## config.mk

```make
export PLATFORM = sky130hd
export DESIGN_NAME = ram_bridge_tx_flat
export DESIGN_NICKNAME = d
export VERILOG_FILES = /design/src/rtl/ram_bridge_tx_if.sv /design/src/rtl/ram_bridge_tx.sv /design/src/flat_wrapper.sv
export SDC_FILE = /design/constraint.sdc
export NUM_CORES = 1
export LEC_CHECK = 0
export BUFFER_PORTS_ARGS = -buffer_cell sky130_fd_sc_hd__buf_2
export CAP_MARGIN = 20
export CORE_AREA = 3 3 107 109
export CTS_CLUSTER_DIAMETER = 60
export DETAILED_ROUTE_END_ITERATION = 8
export DIE_AREA = 0 0 110 112
export PLACE_DENSITY = 0.83
export SETUP_SLACK_MARGIN = 0.1
export SLEW_MARGIN = 20
export SYNTH_ARGS = -nofsm -noshare
export SYNTH_HDL_FRONTEND = slang
export SYNTH_SLANG_ARGS = --single-unit
```

## constraint.sdc

```tcl
create_clock -name clk_in -period 2.3 [get_ports clk_in]
set_input_delay 0.345 -clock clk_in [delete_from_list [all_inputs] [get_ports clk_in]]
set_output_delay 0.345 -clock clk_in [all_outputs]
set_load 0.01 [all_outputs]
```

## src/rtl/ram_bridge_tx_if.sv

```systemverilog
// Command/memory/transmit signal bundle for the UART read-back responder.
interface ram_bridge_tx_if;
  logic [7:0]  data_in;
  logic        valid_in;
  logic [31:0] mem_addr_out;
  logic        mem_rd_en_out;
  logic [31:0] mem_data_in;
  logic [7:0]  tx_data_out;
  logic        tx_valid_out;
  logic        tx_ready_in;
  logic        busy_out;

  modport slave (
    input  data_in, valid_in, mem_data_in, tx_ready_in,
    output mem_addr_out, mem_rd_en_out, tx_data_out, tx_valid_out, busy_out
  );

  modport master (
    output data_in, valid_in, mem_data_in, tx_ready_in,
    input  mem_addr_out, mem_rd_en_out, tx_data_out, tx_valid_out, busy_out
  );
endinterface

```

## src/rtl/ram_bridge_tx.sv

```systemverilog
// Parses 'R' + 4-byte LSB-first address, reads one word, streams it back LSB first.
// First tx byte READ_LATENCY+1 cycles after the read strobe; tx_valid_out holds byte until tx_ready_in.
module ram_bridge_tx #(
  parameter int READ_LATENCY   = 2,
  parameter int TIMEOUT_CYCLES = 1000000
) (
  input  logic            clk_in,
  input  logic            rst_in,
  ram_bridge_tx_if.slave  bus
);

  localparam logic [1:0]  IDLE = 2'd0;
  localparam logic [1:0]  ADDR = 2'd1;
  localparam logic [1:0]  READ = 2'd2;
  localparam logic [1:0]  SEND = 2'd3;
  localparam logic [7:0]  CMD_R    = 8'h52;
  localparam logic [2:0]  LAT_LAST = 3'(READ_LATENCY);
  localparam bit          TO_EN    = (TIMEOUT_CYCLES != 0);
  localparam logic [31:0] TO_LAST  = TO_EN ? 32'(TIMEOUT_CYCLES - 1) : 32'd0;

  logic [1:0]  state_q, state_d;
  logic [1:0]  idx_q, idx_d;
  logic [23:0] addr_q, addr_d;
  logic [31:0] mem_addr_q, mem_addr_d;
  logic        rd_en_q, rd_en_d;
  logic [2:0]  lat_q, lat_d;
  logic [31:0] data_q, data_d;
  logic        tx_vld_q, tx_vld_d;
  logic [31:0] to_q, to_d;

  always_comb begin
    state_d    = state_q;
    idx_d      = idx_q;
    addr_d     = addr_q;
    mem_addr_d = mem_addr_q;
    rd_en_d    = 1'b0;
    lat_d      = lat_q;
    data_d     = data_q;
    tx_vld_d   = tx_vld_q;
    to_d       = to_q;

    case (state_q)
      IDLE: begin
        if (bus.valid_in && bus.data_in == CMD_R) begin
          state_d = ADDR;
          idx_d   = 2'd0;
          to_d    = 32'd0;
        end
      end
      ADDR: begin
        if (bus.valid_in) begin
          to_d = 32'd0;
          if (idx_q == 2'd3) begin
            // The top byte goes straight to the port so the address and strobe align.
            mem_addr_d = {bus.data_in, addr_q};
            state_d    = READ;
            rd_en_d    = 1'b1;
            lat_d      = 3'd0;
          end else begin
            addr_d[{idx_q, 3'b000} +: 8] = bus.data_in;
            idx_d = idx_q + 2'd1;
          end
        end else if (TO_EN) begin
          if (to_q == TO_LAST) begin
            state_d = IDLE;
          end else begin
            to_d = to_q + 32'd1;
          end
        end
      end
      READ: begin
        if (lat_q == LAT_LAST) begin
          data_d   = bus.mem_data_in;
          state_d  = SEND;
          idx_d    = 2'd0;
          tx_vld_d = 1'b1;
        end else begin
          lat_d = lat_q + 3'd1;
        end
      end
      SEND: begin
        if (tx_vld_q && bus.tx_ready_in) begin
          if (idx_q == 2'd3) begin
            tx_vld_d = 1'b0;
            state_d  = IDLE;
            idx_d    = 2'd0;
          end else begin
            idx_d = idx_q + 2'd1;
          end
        end
      end
      default: state_d = IDLE;
    endcase
  end

  always_ff @(posedge clk_in or negedge rst_in) begin
    if (!rst_in) begin
      state_q    <= IDLE;
      idx_q      <= 2'd0;
      addr_q     <= 24'd0;
      mem_addr_q <= 32'd0;
      rd_en_q    <= 1'b0;
      lat_q      <= 3'd0;
      data_q     <= 32'd0;
      tx_vld_q   <= 1'b0;
      to_q       <= 32'd0;
    end else begin
      state_q    <= state_d;
      idx_q      <= idx_d;
      addr_q     <= addr_d;
      mem_addr_q <= mem_addr_d;
      rd_en_q    <= rd_en_d;
      lat_q      <= lat_d;
      data_q     <= data_d;
      tx_vld_q   <= tx_vld_d;
      to_q       <= to_d;
    end
  end

  assign bus.mem_addr_out  = mem_addr_q;
  assign bus.mem_rd_en_out = rd_en_q;
  assign bus.tx_valid_out  = tx_vld_q;
  assign bus.tx_data_out   = tx_vld_q ? data_q[{idx_q, 3'b000} +: 8] : 8'h00;
  assign bus.busy_out      = (state_q != IDLE);

endmodule

```

## src/flat_wrapper.sv

```systemverilog
// flat-port wrapper written by rule: the top's interface ports become plain ports
module ram_bridge_tx_flat 
#(
  parameter int READ_LATENCY   = 2,
  parameter int TIMEOUT_CYCLES = 1000000
)
  (clk_in, rst_in, bus_data_in, bus_valid_in, bus_mem_data_in, bus_tx_ready_in, bus_mem_addr_out, bus_mem_rd_en_out, bus_tx_data_out, bus_tx_valid_out, bus_busy_out);
  ram_bridge_tx_if bus_i ();
  input  logic clk_in;
  input  logic rst_in;
  input wire logic [$bits(bus_i.data_in)-1:0] bus_data_in;
  input wire logic [$bits(bus_i.valid_in)-1:0] bus_valid_in;
  input wire logic [$bits(bus_i.mem_data_in)-1:0] bus_mem_data_in;
  input wire logic [$bits(bus_i.tx_ready_in)-1:0] bus_tx_ready_in;
  output wire logic [$bits(bus_i.mem_addr_out)-1:0] bus_mem_addr_out;
  output wire logic [$bits(bus_i.mem_rd_en_out)-1:0] bus_mem_rd_en_out;
  output wire logic [$bits(bus_i.tx_data_out)-1:0] bus_tx_data_out;
  output wire logic [$bits(bus_i.tx_valid_out)-1:0] bus_tx_valid_out;
  output wire logic [$bits(bus_i.busy_out)-1:0] bus_busy_out;
  assign bus_i.data_in = bus_data_in;
  assign bus_i.valid_in = bus_valid_in;
  assign bus_i.mem_data_in = bus_mem_data_in;
  assign bus_i.tx_ready_in = bus_tx_ready_in;
  assign bus_mem_addr_out = bus_i.mem_addr_out;
  assign bus_mem_rd_en_out = bus_i.mem_rd_en_out;
  assign bus_tx_data_out = bus_i.tx_data_out;
  assign bus_tx_valid_out = bus_i.tx_valid_out;
  assign bus_busy_out = bus_i.busy_out;
  ram_bridge_tx #(.READ_LATENCY(READ_LATENCY), .TIMEOUT_CYCLES(TIMEOUT_CYCLES)) u_core (.clk_in(clk_in), .rst_in(rst_in), .bus(bus_i));
endmodule
```

Word-level counts from Yosys, hierarchy flattened

Cells that the tools add are included.

Mux-type cells: 32
Reductions and logical operators: 15
Shift operators: 3
$add $sub $neg: 4
Eq/ne operators: 18
Bitwise gates (word level): 1
Div/mod/pow operators: 0
$mul: 0
Order comparisons: 0

Operator list:

| cell                                                                    | count |
|---|---|
| 32-bit 2-to-1 mux                                                       | 3 |
| 32-bit case mux with 2 select lines                                     | 1 |
| 32-bit by 1-bit adder with 32-bit output, second input constant         | 1 |
| 32-bit by 20-bit equality test with 1-bit output, second input constant | 1 |
| 32-bit by 6-bit indexed part select with 8-bit output                   | 1 |
| 2-bit 2-to-1 mux                                                        | 13 |
| 24-bit bitwise mux                                                      | 1 |
| 8-bit by 7-bit variable shift with 24-bit output, first input constant  | 1 |
| 8-bit by 7-bit indexed part select with 24-bit output                   | 1 |
| 2-bit case mux with 4 select lines                                      | 2 |
| 2-bit by 1-bit != test with 1-bit output, second input constant         | 5 |
| 3-bit 2-to-1 mux                                                        | 3 |
| 3-bit AND reduction                                                     | 3 |
| 8-bit by 7-bit equality test with 1-bit output, second input constant   | 1 |
| 8-bit 2-to-1 mux                                                        | 1 |
| 4-bit AND reduction                                                     | 2 |
| 2-bit nonzero test                                                      | 4 |
| 5-bit negation with 7-bit output                                        | 1 |
| 2-bit equality test, second input constant                              | 3 |
| 1-bit 2-to-1 mux                                                        | 6 |
| 2-bit != test, second input constant                                    | 3 |
| 3-bit by 2-bit != test with 1-bit output, second input constant         | 2 |
| 3-bit case mux with 2 select lines                                      | 1 |
| 6-bit AND reduction                                                     | 1 |
| other kinds (11)                                                        | 12 |

Bits in latches: 0
ROM bits: 0
Memories: 0
RAM bits: 0
Input port bits: 44
Register bits: 129

Longest topological paths before layout

Gate-level depths: netlist (run 1).

Depth after elaboration: 4
Depth in mapped cells: 8
Gate-level depth less buffers: 8

Worst setup path before layout (run 1)

No wires, ideal clock.

Path kind: reg-to-reg
Start: reg u_core.idx_q[0]
End: reg u_core.addr_q[6]
Cell stages (with the launch flop): 7
Setup slack: 0.267 ns
Setup time: 0.083 ns
Path buffers: 1
Data arrival time: 1.950 ns
Clock period less this slack: 2.033 ns
Cell sequence: dfrtp_1 -> buf_2 -> inv_1 -> ha_1 -> nor3b_1 -> nand2_1 -> o21ai_0

Word-level cells in the longest chain between the ends: 3
Elaborated cells on any way between the ends: 7
Those cells by class: add/sub (1); eq/ne (1); shift (2); mux (1); bitwise (1); reduce/logical (1)

Ends and longest elaborated chain:

| what                                                                           | RTL line                                 | RTL |
|---|---|---|
| start: declaration                                                             | ram_bridge_tx.sv:22                      | `logic [1:0] idx_q, idx_d;` |
| start signal: assignment                                                       | ram_bridge_tx.sv:109                     | `idx_q <= idx_d;` |
| 5-bit negation with 7-bit output / 2-bit equality test (equally long branches) | ram_bridge_tx.sv:60, ram_bridge_tx.sv:53 |  |
| 8-bit by 7-bit indexed part select with 24-bit output (tied with other cells)  | ram_bridge_tx.sv:60                      | `addr_d[{idx_q, 3'b000} +: 8] = bus.data_in;` |
| 24-bit bitwise mux / 3-bit AND reduction (equally long branches)               | n/a                                      |  |
| end signal: assignment                                                         | ram_bridge_tx.sv:110                     | `addr_q <= addr_d;` |
| end: declaration                                                               | ram_bridge_tx.sv:23                      | `logic [23:0] addr_q, addr_d;` |

Parallel ways exist; a longest one is shown, timed or not.
A chain may end at the register's enable or synchronous reset.

Worst setup path in the final report (run 1)

Start: reg u_core.idx_q[0]
End: out bus_tx_data_out[2]

Word-level cells in the longest chain between the ends: 2

Ends and longest elaborated chain:

| what                                                  | RTL line             | RTL |
|---|---|---|
| 32-bit by 6-bit indexed part select with 8-bit output | ram_bridge_tx.sv:123 | `assign bus.tx_data_out = tx_vld_q ? data_q[{idx_q, 3'b000} +: 8] : 8'h00;` |
| 8-bit 2-to-1 mux                                      | ram_bridge_tx.sv:123 |  |
| end: declaration                                      | flat_wrapper.sv:17   | `output wire logic [$bits(bus_i.tx_data_out)-1:0] bus_tx_data_out;` |

No other way between the ends.

==> results of run 1 <==
==> area by class of cell <==
type	instances	area, um2
Fill cell	747	3250
Sequential cell	129	3230
Multi-Input combinational cell	439	2710
Timing Repair Buffer	113	716
Clock buffer	19	442
Tap cell	140	175
Clock inverter	13	151
Inverter	5	18.8
==> cell usage after synthesis (all sizes together), types with 2 or more instances <==
library cell    n  share of area
xnor2          18          0.026
nand3          20          0.017
nor3b           6         0.0075
mux2i           3         0.0050
nor2b           4         0.0042
and3            7         0.0073
o211ai          2         0.0025
nor4b           4         0.0089
o311ai          2         0.0029
and2           14          0.015
ha              8          0.017
mux4            8          0.030
a22o            2         0.0029
nor3           16          0.014
nor4           15          0.023
nand4           8         0.0093
or2             4         0.0046
mux2           33          0.062
nand2         177           0.11
clkbuf         17          0.011
nand2b          3         0.0031
inv             4         0.0025
a21o            2         0.0025
o21ai          38          0.032
nor2           31          0.020
a21oi           4         0.0033
dfrtp         129           0.54
buf             8         0.0083
o31ai           3         0.0037
==> per-layer routing <==
metal  vias to the layer above  global-route usage  part of all wire
met5                         -                   0                 0
met4                         0               0.104             0.027
met3                        38              0.0620             0.068
met2                       210               0.390              0.49
met1                      2400               0.305              0.41
li1                       2259                   -                 -
==> sequential cells by signal, summed over array words and instances (netlist names), named ones only <==
signal                    flops
u_core.addr_q                24
u_core.bus.mem_addr_out      32
u_core.bus.mem_rd_en_out      1
u_core.bus.tx_valid_out       1
u_core.data_q                32
u_core.idx_q                  2
u_core.lat_q                  3
u_core.state_q                1
u_core.to_q                  32
==> power breakdown <==
group	switching, uW	internal (uW)
sequential	353	2840
combinational	1270	1010
clock	1090	1620
==> per-stage QoR <==
step	setup slack [ps]	TNS, ps
floorplan	267	0
global placement	129	0
detailed placement	89.9	0
CTS	22.8	0
global route	-2.53	-3.73
finish	52.2	0
==> worst paths after layout <==
kind | slack, ps | endpoint
setup reg to reg | 180 | u_core.to_q[22]
hold / removal | 40 | u_core.data_q[31]
max in group asynchronous | 1330 | u_core.idx_q[0]
min in group asynchronous | 310 | u_core.bus.mem_addr_out[6]
hold reg to reg | 460 | u_core.bus.mem_addr_out[19]
setup / recovery | 50 | bus_tx_data_out[2]
==> kinds of logic after synthesis <==
logic type,share of synthesized area
compound gates,0.0542
xor+xnor,0.0276
fa+ha+maj,0.0166
buf+inv,0.0220
flops,0.536
mux,0.0966
simple gates,0.247
==> what timing repair did <==
action,4_1_cts,5_1_grt
gates cloned,0,1
hold buffers,1,0
buffers inserted,2,2
gates resized for setup,3,18
pin swaps,1,2
setup endpoints to repair,10,47
endpoints found under the hold margin,33,0
==> worst max-delay path: cells and delay by family (launching register included) <==
kind                   cells  cell delay, ps
multiplexers               1             490
flip-flops                 1             420
buffers and inverters      2             290
AND/OR/NAND/NOR            1             160
==> cell usage in the layout (no fill, tap or decap), types with 7 or more instances in the layout <==
| cell | n |
|---|---|
| dfrtp_1 | 126 |
| ha_1 | 8 |
| nand4_1 | 7 |
| and2_1 | 11 |
| buf_2 | 82 |
| mux2_2 | 32 |
| and3_1 | 7 |
| mux4_2 | 8 |
| buf_4 | 22 |
| nor3_1 | 15 |
| xnor2_1 | 18 |
| nand2_1 | 174 |
| o21ai_0 | 32 |
| nand3_1 | 20 |
| nor4_1 | 9 |
| clkbuf_16 | 17 |
| nor2_1 | 27 |
==> results.cfg, run 1 <==
[run_status]
status = complete, no violations

[sta]
holdWs_ps = 38.4
tightestPinTransition_ps = 670
rsz0062_at_grt = true
max_freq_mhz = 445
fin_skew_ps = 4.93
setup_viol = 0
maxSlewHeadroom = 0.551
drv_slew = 0
layout_min_cycle_time_ps = 2250
hold_violations = 0
fin_crit_sh = 0.977

[hold_path]
holdPathStages = 2
hp-class = in2reg
worstHoldStart = bus_mem_data_in[31]

[layout]
fin_util = 0.696
synthToLayoutAreaGrowth_pct = 23.6
drive_gt1_frac = 0.294
finalNonFillerCells = 858
design_area_um2 = 7440
nets = 757
num_antenna_cells = 0

[synthesis]
synth_edf_count = 0
synth-main-ff-cell = dfrtp_1
ys_warn_count = 0
syn_inst = 598
syn_nets = 650
syn_area_um2 = 6020
ys_ff_latch = 129
synthArstFlopShare = 1.00
seq_area_frac_synth = 0.536
avgSynthCellArea_um2 = 10.1
ys_types = 51

[setup_path]
startpoint = u_core.idx_q[0]
start_kind = flop
path_class = reg2out
worst-r2r-cell-count = 7
end_kind = output port
crit_required_ps = 1960
path_cells = clkbuf_16 > mux4_2 > and2_1 > buf_2
critPathMaxStageDelay_ps = 490
crit_path_top_delay_cell = mux4_2
cp_max_fo = 4
crit_arrival_ps = 1900
worstReg2RegStart = u_core.to_q[24]

[drt]
wl_per_cell_um = 16.7
vias = 4907
drc = 0
drt_iter0_drc = 491
wl_mm = 14.3
drt_pass1_iterations = 5
antenna_left = 0
vias_per_cell = 5.72

[flow_run]
drv_cap = 0

[floorplanning]
num_rows = 38
dieArea_um2 = 12300
die_y_um = 112
initial_core_util = 0.563
io_pins = 87
coreArea_um2 = 10700
die_x_um = 110

[power_and_ir_drop]
max-vdd-ir-drop_mv = 0.588
finalPower_uw = 8170
power_density_nw_per_um2 = 1100
p_leak_uw = 0.00361

[cts]
numCtsBuffers = 17
clock_latency_ps = 540
cts_tree = done
path_clk_slew_ps = 60
cts_sinks = 129
clock_tree.buffer_depth = 2
clk_root_buffer_cell = clkbuf_8
htreeDepth = 4

[global_routing]
grt_pass1_wl_mm = 23.1
grt_pass1_vias = 4832
antenna_found_initial = 0
grt_max_degree = 55
track_usage = 0.241
grt_overflow = 0

[place]
io_buffers = 86
placed_area_um2 = 6700
dp.cells = 820
dpl.hpwl_mm = 9.39
place_congestion = 0.881
No activity file was read; power rests on OpenSTA's default activity.
==> inputs of run 2 (changes only) <==
Settings changed: CORE_AREA 3 3 107 109 to 3 3 82 143, DIE_AREA 0 0 110 112 to 0 0 85 146, HOLD_SLACK_MARGIN from default to 0.15, PLACE_DENSITY 0.83 to 0.82.
==> results.cfg, run 2 (same netlist as run 1, synthesis figures left out) <==
[power_and_ir_drop]
p_leak_uw = 0.00360
max-vdd-ir-drop_mv = 0.723
power_density_nw_per_um2 = 1100

[floorplanning]
num_rows = 50
io_pins = 87
initial_core_util = 0.563
coreArea_um2 = 10700
die_y_um = 146
dieArea_um2 = 12400
die_x_um = 85

[setup_path]
crit_required_ps = 1960
path_class = reg2out
cp_max_fo = 12
worst-r2r-cell-count = 8
crit_arrival_ps = 1810
end_kind = output port
start_kind = flop

[sta]
fin_crit_sh = 0.937
layout_min_cycle_time_ps = 2160
tightestPinTransition_ps = 576
drv_slew = 0
maxSlewHeadroom = 0.615
rsz0062_at_grt = false
max_freq_mhz = 464
holdWs_ps = 163
fin_skew_ps = 8.44
finalSetupTns_ps = 0
hold_violations = 0
setup_viol = 0

[cts]
cts_sinks = 129
cts_tree = done
clock_latency_ps = 420
clock_tree.buffer_depth = 2
numCtsBuffers = 17
htreeDepth = 4
clk_root_buffer_cell = clkbuf_16
path_clk_slew_ps = 50

[place]
io_buffers = 86
place_congestion = 0.889
placed_area_um2 = 6690
dpl.hpwl_mm = 10.2

[hold_path]
hp-class = in2reg
holdPathStages = 2

[layout]
num_antenna_cells = 0
synthToLayoutAreaGrowth_pct = 22.9
design_area_um2 = 7400
layout_common_cells = 176 x nand2_1, 122 x dfrtp_1, 85 x buf_2, 32 x o21ai_0, 32 x mux2_2
layout_commonest_cell = nand2_1
nets = 753
drive_gt1_frac = 0.293

[drt]
drc = 0
wl_per_cell_um = 18.2
vias_per_cell = 5.81
drt_iter0_drc = 326
vias = 4903
wl_mm = 15.4
drt_pass1_iterations = 5
antenna_left = 0

[global_routing]
track_usage = 0.250
grt_max_degree = 47
grt_pass1_vias = 5090
grt_pass1_wl_mm = 24.4
antenna_found_initial = 0
grt_overflow = 0

[flow_run]
drv_cap = 0

[run_status]
status = complete, no violations
==> run 2: changes by cell type in the layout (fill, tap and decap cells not counted), sizes merged <==
cell / delta
buf: -3
clkinv: +5
clkinvlp: -3
inv: -3
==> run 2: layer usage <==
layer,vias to the layer above,GRT usage,routed length [um]
met2,195,0.443,8520
met3,66,0.0442,637
met1,2388,0.263,5340
met4,0,0.169,862
li1,2254,-,-
met5,-,0,0
==> run 2: area by class of cell <==
cell class	instances	area, um2
inverter	5	18.8
clock buffer	20	457
clock inverter	12	133
sequential	129	3240
tap	130	163
timing repair buffer	109	671
fill	753	3300
multi-input combinational	439	2720
==> run 2: critical path, stage by stage (launching register included) <==
cell     delay, ps
dfrtp_1        400
buf_12         170
mux4_2         500
and2_1         180
buf_2          140
==> run 2: where the power goes <==
group          internal, uW  switching [uW]
clock                  1650            1010
combinational           971            1290
sequential             2840             365
==> run 2: final timing paths <==
kind | startpoint | to | slack, ps
hold reg to reg | u_core.addr_q[1] | u_core.bus.mem_addr_out[1] | 470
setup / recovery | u_core.idx_q[0] | bus_tx_data_out[3] | 140
hold / removal | bus_mem_data_in[23] | u_core.data_q[23] | 160
min in group asynchronous | rst_in | u_core.bus.mem_addr_out[17] | 420
max in group asynchronous | rst_in | u_core.bus.mem_addr_out[6] | 1240
setup reg to reg | u_core.to_q[0] | u_core.to_q[22] | 210
==> run 2: repair_timing <==
action                     4_1_cts  5_1_grt
gates cloned                     0        0
gates resized for setup          2       19
setup endpoints to repair       13       39
setup buffers                    1        3
pin swaps                        0        4
hold buffers                     1        0
hold endpoints to repair        29        0
==> run 2: stage by stage <==
stage,setup slack (ps),utilization,cells,power [uW]
final,145,0.692,844,8140
after detailed placement,107,0.626,807,5370
after global placement,180,0.626,807,5240
after global routing,80.3,0.692,844,8550
after floorplan,267,-,598,4570
after CTS,99.7,0.683,841,8100
